[src/rtl/mux_rr_arbiter_pkg.sv]
// Shared definitions for the round-robin mux arbiter: FSM encodings and
// the requester-count helper.
package mux_rr_arbiter_pkg;

  // FSM state encodings (kept as plain constants for legacy tooling).
  localparam logic [0:0] IDLE = 1'b0;
  localparam logic [0:0] BUSY = 1'b1;

  // Number of requesters sharing a mux with a select of the given width.
  function automatic int num_req(input int size_ctrl);
    return 1 << size_ctrl;
  endfunction

endpackage

[src/rtl/mux_rr_arbiter_pick.sv]
// Combinational circular priority encoder: the first set request found
// scanning upward from ptr, wrapping modulo N.
module mux_rr_arbiter_pick
  import mux_rr_arbiter_pkg::*;
#(
  parameter int SIZE_CTRL = 2
) (
  input  logic [num_req(SIZE_CTRL)-1:0] req,
  input  logic [SIZE_CTRL-1:0]          ptr,
  output logic [SIZE_CTRL-1:0]          idx,
  output logic                          any
);

  localparam int N = num_req(SIZE_CTRL);

  logic [2*N-1:0]       req_dbl;
  logic [N-1:0]         req_rot;
  logic [SIZE_CTRL-1:0] offset;

  // Rotate req right by ptr so the scan always starts at bit 0.
  assign req_dbl = {req, req} >> ptr;
  assign req_rot = req_dbl[N-1:0];

  // Lowest set bit of the rotated vector; scanning from the top keeps the
  // lowest match as the final assignment.
  always_comb begin
    // NOTE: defaulting every always_comb output first prevents latch inference.
    offset = '0;
    for (int i = N - 1; i >= 0; i--) begin
      if (req_rot[i]) offset = SIZE_CTRL'(i);
    end
  end

  // Undo the rotation; natural overflow gives the modulo-N wrap.
  assign idx = offset + ptr;
  assign any = |req;

endmodule

[src/rtl/mux_rr_arbiter.sv]
// Round-robin arbiter that owns the select of one shared mux. A requester
// holds the mux while its req stays high, up to MAX_HOLD cycles, then the
// priority pointer moves past it. Every output is registered.
module mux_rr_arbiter
  import mux_rr_arbiter_pkg::*;
#(
  parameter int SIZE_CTRL = 2,
  parameter int MAX_HOLD  = 8,
  parameter int CNT_W     = 4
) (
  input  logic                          clk,
  input  logic                          rst_n,
  input  logic [num_req(SIZE_CTRL)-1:0] req,
  output logic [num_req(SIZE_CTRL)-1:0] gnt,
  output logic [SIZE_CTRL-1:0]          ctrl,
  output logic                          sel_valid,
  output logic [CNT_W-1:0]              busy_cnt
);

  localparam int N = num_req(SIZE_CTRL);

  // Final count value of a tenure; unused when MAX_HOLD is 0 (unlimited).
  localparam logic [CNT_W-1:0] HOLD_LAST =
    (MAX_HOLD == 0) ? '0 : CNT_W'(MAX_HOLD - 1);

  logic [0:0]           state;
  logic [SIZE_CTRL-1:0] ptr;
  logic [SIZE_CTRL-1:0] win_idx;
  logic                 win_any;
  logic                 timeout;
  logic                 rel;

  mux_rr_arbiter_pick #(
    .SIZE_CTRL (SIZE_CTRL)
  ) u_pick (
    .req (req),
    .ptr (ptr),
    .idx (win_idx),
    .any (win_any)
  );

  // Tenure ends when the owner drops req or its hold budget is spent.
  assign timeout = (MAX_HOLD != 0) && (busy_cnt == HOLD_LAST);
  assign rel     = ~req[ctrl] | timeout;

  // FSM, hold counter, priority pointer and registered mux-select outputs.
  always_ff @(posedge clk or negedge rst_n) begin
    if (!rst_n) begin
      state     <= IDLE;
      ptr       <= '0;
      gnt       <= '0;
      ctrl      <= '0;
      sel_valid <= 1'b0;
      busy_cnt  <= '0;
    end else begin
      // NOTE: non-blocking assignments so every register samples pre-edge values.
      case (state)
        IDLE: begin
          // ctrl is left alone with no request so the mux select never toggles.
          if (win_any) begin
            gnt       <= N'(1) << win_idx;
            ctrl      <= win_idx;
            sel_valid <= 1'b1;
            busy_cnt  <= '0;
            state     <= BUSY;
          end
        end
        BUSY: begin
          if (rel) begin
            // The released owner drops to lowest priority; ctrl holds.
            gnt       <= '0;
            sel_valid <= 1'b0;
            busy_cnt  <= '0;
            ptr       <= ctrl + 1'b1;
            state     <= IDLE;
          end else begin
            busy_cnt  <= busy_cnt + 1'b1;
          end
        end
        default: state <= IDLE;
      endcase
    end
  end

endmodule

[config.mk]
export PLATFORM = sky130hd
export DESIGN_NAME = mux_rr_arbiter
export DESIGN_NICKNAME = d
export VERILOG_FILES = /design/src/rtl/mux_rr_arbiter_pkg.sv /design/src/rtl/mux_rr_arbiter_pick.sv /design/src/rtl/mux_rr_arbiter.sv
export SDC_FILE = /design/constraint.sdc
export NUM_CORES = 1
export LEC_CHECK = 0
export CELL_PAD_IN_SITES_DETAIL_PLACEMENT = 1
export CELL_PAD_IN_SITES_GLOBAL_PLACEMENT = 1
export CORE_MARGIN = 3
export CORE_UTILIZATION = 35
export DETAILED_ROUTE_END_ITERATION = 7
export PLACE_DENSITY_LB_ADDON = 0.1
export SETUP_SLACK_MARGIN = 0.4
export SLEW_MARGIN = 20
export SYNTH_ARGS = -nofsm -noshare
export SYNTH_HDL_FRONTEND = slang
export SYNTH_SLANG_ARGS = --single-unit
[constraint.sdc]
create_clock -name clk -period 2.15 [get_ports clk]
set_input_delay 0.5375 -clock clk [delete_from_list [all_inputs] [get_ports clk]]
set_output_delay 0.5375 -clock clk [all_outputs]
set_load 0.1 [all_outputs]
=== After elaboration in Yosys (flattened, before gate mapping) ===
Index checks and enable logic that the tools add are counted.

* Add/sub/neg operators: 3
* $lt $le $gt $ge: 1
* Eq/ne operators: 3
* Shift operators: 2
* Multiplexer cells: 18
* Bitwise logic cells: 3
* Reduce and logical (&&, ||, !) cells: 4

{| class="wikitable"
|+ Operators by type and width
! kind !! count
|-
| 4-bit 2-to-1 mux || 4
|-
| 4-bit one-hot mux with 2 select lines || 2
|-
| 2-bit 2-to-1 mux || 4
|-
| 8-bit by 2-bit >> shifter with 4-bit output || 1
|-
| 2-bit AND reduction || 3
|-
| 1-bit 2-to-1 mux || 5
|-
| 4-bit by 1-bit adder with 4-bit output (second input constant) || 1
|-
| 4-bit by 3-bit == test with 1-bit output (second input constant) || 1
|-
| 2-bit by 1-bit inequality test with 1-bit output (second input constant) || 2
|-
| 1-bit one-hot mux with 2 select lines || 2
|-
| 4-bit OR reduction || 1
|-
| 1-bit by 2-bit left shift with 4-bit output (first input constant) || 1
|-
| 2-bit by 3-bit < comparator with 1-bit output (second input constant) || 1
|-
| 2-bit by 1-bit adder with 2-bit output (second input constant) || 1
|-
| 2-bit adder || 1
|-
| 1-bit binary-select mux with 2-bit select || 1
|-
| 1-bit inverter || 2
|-
| 1-bit bitwise OR || 1
|}

* Flip-flop bits (word level): 14
* Bits of input ports: 6
* Output and inout bits: 11

=== Depth between registers and ports, before layout ===
* Depth in word-level cells: 9
* Gate-level depth with buffers: 9
* Mapped depth without buffers: 8

=== By module ===
A second synthesis with hierarchy kept.

* Cell total of the unflattened synthesis: 88
* Area total of the unflattened synthesis: 864.6 um^2

{| class="wikitable"
|+ Modules (own cells, without submodules)
! module !! times used !! cells each !! area each (um^2) !! seq. area each (um^2)
|-
| mux_rr_arbiter || 1 || 61 || 685.7 || 350.3
|-
| mux_rr_arbiter_pick || 1 || 27 || 178.9 || 0.0
|}

=== Least setup slack after synthesis ===
OpenSTA, ideal clock, no wires.

* Path kind: register to register
* Start point: reg ctrl[1]
* End point: reg busy_cnt[2]
* Library setup time: 159 ps
* Arrival: 2094 ps
* Data required time: 1991 ps
* Path slack: -103 ps
* Stages on the path, launching flop included: 6
* Path buffers: 0
* Clock period less this slack: 2253 ps
* Cells stage by stage: dfrtp_1 > mux4_2 > and2_2 > nor2b_1 > o21ai_1 > o21ai_1

* Cells in the longest elaborated chain, start to end: 6

{| class="wikitable"
|+ RTL lines
! what !! line !! source
|-
| from (decl) || mux_rr_arbiter.sv:15 || <nowiki>output logic [SIZE_CTRL-1:0] ctrl,</nowiki>
|-
| from (signal assigned) || mux_rr_arbiter.sv:62 || <nowiki>ctrl <= win_idx;</nowiki>
|-
| 1-bit binary-select mux with 2-bit select || mux_rr_arbiter.sv:44 || <nowiki>assign rel = ~req[ctrl] | timeout;</nowiki>
|-
| 1-bit 2-to-1 mux (implied by the code) || mux_rr_arbiter.sv:44 ||
|-
| 1-bit inverter || mux_rr_arbiter.sv:44 ||
|-
| 1-bit bitwise OR || mux_rr_arbiter.sv:44 ||
|-
| 4-bit 2-to-1 mux || mux_rr_arbiter.sv:69 || <nowiki>if (rel) begin</nowiki>
|-
| 4-bit one-hot mux with 2 select lines || mux_rr_arbiter.sv:57 || <nowiki>case (state)</nowiki>
|-
| to (signal assigned) || mux_rr_arbiter.sv:77 || <nowiki>busy_cnt <= busy_cnt + 1'b1;</nowiki>
|-
| to (decl) || mux_rr_arbiter.sv:17 || <nowiki>output logic [CNT_W-1:0] busy_cnt</nowiki>
|}

Every way passes these cells. The select of a mux whose other input is x is not followed.
A chain may end at the register's enable or synchronous reset.

=== Worst setup path in the final report ===
* Start point: in req[3]
* End point: reg gnt[1]

* Cells in the longest elaborated chain, start to end: 9

{| class="wikitable"
|+ RTL lines
! what !! line !! source
|-
| from (decl) || mux_rr_arbiter.sv:13 || <nowiki>input logic [num_req(SIZE_CTRL)-1:0] req,</nowiki>
|-
| 8-bit by 2-bit >> shifter with 4-bit output || mux_rr_arbiter_pick.sv:21 || <nowiki>assign req_dbl = {req, req} >> ptr;</nowiki>
|-
| 2-bit 2-to-1 mux (4 in a row) || mux_rr_arbiter_pick.sv:30 || <nowiki>if (req_rot[i]) offset = SIZE_CTRL'(i);</nowiki>
|-
| 2-bit adder || mux_rr_arbiter_pick.sv:35 || <nowiki>assign idx = offset + ptr;</nowiki>
|-
| 1-bit by 2-bit left shift with 4-bit output || mux_rr_arbiter.sv:61 || <nowiki>gnt <= N'(1) << win_idx;</nowiki>
|-
| 4-bit 2-to-1 mux || mux_rr_arbiter.sv:60 || <nowiki>if (win_any) begin</nowiki>
|-
| 4-bit one-hot mux with 2 select lines || mux_rr_arbiter.sv:57 ||
|-
| to (signal assigned) || mux_rr_arbiter.sv:61 ||
|-
| to (decl) || mux_rr_arbiter.sv:14 || <nowiki>output logic [num_req(SIZE_CTRL)-1:0] gnt,</nowiki>
|}

Several ways; a longest one is shown, not always the timed one. The select of a mux whose other input is x is not followed.

==> results.md <==
- First-pass iteration count of the detailed router: 4
- TritonCTS clock tree: built
- Crit-path cells: buf_6 > and2b_1 > a21oi_2 > o22ai_2 > o21a_1 > ha_2 > xor2_2 > xnor2_2 > a31o_1
- Worst vdd ir: 1.23 mV
- Syn. warnings: 0
- Synth Area in Adders: 0.0315
- Worst Setup SP: req[3]
- Largest net degree at the start of global routing: 15
- Max Slew Vio Count: 0
- Post-route cell area: 1160 um^2
- Final Hold Fails: 0
- Switching Share: 0.533
- Met1 Track Usage GR: 0.215
- Nets: 124
- GR Util All Layers: 0.170
- Worst Tran Pin Value: 0.346 ns
- Post-Syn Area: 793 um^2
- Sequential area share after synthesis: 0.442
- Vias/cell: 5.20
- First-pass GRT wire length: 3530 um
- Total CTS buffers: 3
- R2r startpoint: ptr[1]
- Cell-internal power: 0.906 mW
- Post-Synth XOR/XNOR Area: 0.0331
- Post-route minimum period: 1.80 ns
- NetSw: 1.03 mW
- Mux contribution to synthesized area: 0.0426
- Final Power: 1.94 mW
- Place WS: -0.497 ns
- Min-delay src: sel_valid
- Max Fclk: 555 MHz
- Synth Area in Compound Gates: 0.177
- Die area: 2870 um^2
- CTS sink count: 14
- Vias in the first global route: 823
- Core ar.: 2060 um^2
- Post-synthesis cell count: 81
- Slowest-stage cell, CP: xnor2_2
- Post-DRT Antenna Nets: 0
- Crit path DAT: 2.02 ns
- Crit Path Class: in -> reg
- PD cells: 1670 nW/um^2
- WL/cell: 14.6 um
- Slew margin rel.: 0.769
- Die width: 53.6 um
- M2 GR Usage: 0.290
- Clk pwr share: 0.099
- Syn-to-layout area delta: 46.2%
- Commonest non-fill, non-tap cells in the layout: buf_4 (27), nand2_1 (13), dfrtp_1 (9), o21ai_1 (5), dfrtp_2 (4)
- Worst-Skew Late Latency: 0.28 ns
- CP Data Required Time: 2.37 ns
- Crit Path Max Fanout: 5
- Reg power frac: 0.255
- Die height: 53.6 um
- Clk root buf: clkbuf_4
- Routed WL: 2070 um
- Largest stage delay, worst path: 0.28 ns
- Vias after detailed routing: 739
- Worst Setup Slack, final: 0.348 ns
- Commonest non-fill, non-tap cell in the layout: buf_4
- Dpl hpwl: 1560 um
- Final setup violation count: 0
- Post-route setup TNS: 0 ns
- Gr ovfl total: 0
- Top Ports: 17
- Initial antenna violation count: 0
- Clk slew on worst S/H paths: 0.08 ns
- Mapped Avg Cell Area: 9.79 um^2
- GPL Wtd Cong: 0.785
- Endpoint class of the critical path: flop
- Worst Clk Skew: 0.00585 ns
- Layout cell share with drive strength beyond 1: 0.522
- Largest family of logic cells by synthesized area: simple AND/OR/NAND/NOR gates
- Tcrit/Tclk final: 0.838
- CP Launch Type: input port
- # diodes: 0
- Number of I/O port buffers: 16
- Hold-fix buffers at CTS: 0
- Unique masters post-synth: 35
- Worst Hold Class: reg -> reg
- DR iter-0 viols: 7
- Area share of and/or/nand/nor cells after synthesis: 0.240
- Placed Area: 1060 um^2
- RSZ-0062 raised after global routing: yes
- Syn_nets: 89
- # fillers: 244
- Initial Util: 0.385
- Met3 usage: 0.0443
- Max-cap viol count: 0
- Residual DRC: 0
- Seq cells post-synth: 14
- Status: complete, no violations
- Static Leak: 0.526 nW
- Site row count: 16
- Gate power share: 0.647
- H-tree Lvls: 1
- GRT busiest layer: met2
- Clock Path Buffers: 2
## kinds of logic after synthesis
logic type,count (synthesis)
compound gates,21
buf+inv,4
simple gates,35
xor+xnor,3
flops,14
mux,2
fa+ha+maj,2
## worst paths after layout
path                                    end  slack [ns]  cells past startpoint
worst max-delay path                 gnt[1]        0.35                      9
min in group asynchronous       busy_cnt[2]        0.56                      2
worst min register to register    sel_valid        0.48                      2
worst min-delay path              sel_valid        0.48                      2
max in group asynchronous       busy_cnt[1]        1.40                      2
worst max register to register       gnt[1]        0.37                      8
## layout make-up
class / instances / area [um^2] / area share
inverter: 1 / 3.75 / 0.00324
tap: 27 / 33.8 / 0.0291
multi-input combinational: 63 / 470 / 0.406
clock buffer: 4 / 36.3 / 0.0313
timing repair buffer: 33 / 256 / 0.221
sequential: 14 / 359 / 0.310
## cell usage after synthesis
| cell type | number | area share |
|---|---|---|
| and3_4 | 1 | 0.014 |
| a21oi_1 | 2 | 0.013 |
| mux4_2 | 1 | 0.028 |
| a2bb2oi_1 | 1 | 0.011 |
| buf_6 | 1 | 0.014 |
| ha_1 | 2 | 0.032 |
| and2_2 | 1 | 0.0095 |
| o311ai_1 | 1 | 0.011 |
| o21a_1 | 1 | 0.0095 |
| nor2b_1 | 3 | 0.024 |
| nand4b_1 | 1 | 0.011 |
| o21ai_1 | 2 | 0.013 |
| xnor2_1 | 2 | 0.022 |
| nor2_1 | 3 | 0.014 |
| xor2_1 | 1 | 0.011 |
| o211ai_1 | 2 | 0.019 |
| buf_4 | 1 | 0.0095 |
| nor3b_2 | 1 | 0.016 |
| o22ai_1 | 1 | 0.0079 |
| or2_2 | 1 | 0.0079 |
| a31o_1 | 1 | 0.011 |
| o31ai_1 | 2 | 0.019 |
| a32o_1 | 2 | 0.025 |
| dfrtp_1 | 14 | 0.44 |
| nor4_1 | 1 | 0.0079 |
| and3_2 | 1 | 0.0095 |
| mux2_1 | 1 | 0.014 |
| nand3_1 | 3 | 0.019 |
| nand2_2 | 1 | 0.0079 |
| nand2_1 | 15 | 0.071 |
| and2b_1 | 1 | 0.0095 |
| buf_2 | 1 | 0.0063 |
| nand3b_1 | 2 | 0.019 |
| inv_1 | 1 | 0.0047 |
| o21ai_0 | 6 | 0.038 |
## power by group through the flow
stage,Clock [mW],Sequential (mW),Combinational [mW]
finish,0.191,0.495,1.25
global route,0.213,0.513,1.35
CTS,0.204,0.500,1.22
detailed placement,0,0.499,1.15
global placement,0,0.493,1.13
floorplan,0,0.911,0.437
## metal layers
layer  routed length [um]  part of all wire
met1                  928              0.45
met4                   34             0.016
met2                 1040              0.50
met3                   68             0.033
met5                    0                 0
## stage by stage
stage,hold WS [ns],util,cells
floorplan,0.242,-,81
global placement,0.457,0.514,136
detailed placement,0.473,0.514,136
CTS,0.494,0.550,141
global route,0.533,0.563,142
finish,0.484,0.563,142
## state kept, by name, indices dropped and copies added, names as in the netlist
signal     count
ptr            2
state          1
ctrl           2
busy_cnt       4
gnt            4
sel_valid      1
## worst max-delay path: cells and delay by family
family / cells / cell delay [ns]
adders and majority gates: 1 / 0.18
buffers and inverters: 1 / 0.11
xor gates and xnor gates: 2 / 0.43
and+or+nand+nor: 1 / 0.18
AOI/OAI and AO/OA: 4 / 0.57
## what timing repair did
item / 4_1_cts / 5_1_grt
setup buffers: 1 / 1
pin swaps: 8 / 9
endpoints found under the setup margin: 14 / 11
gates resized for setup: 23 / 11
No activity file was read; power rests on OpenSTA's default activity.
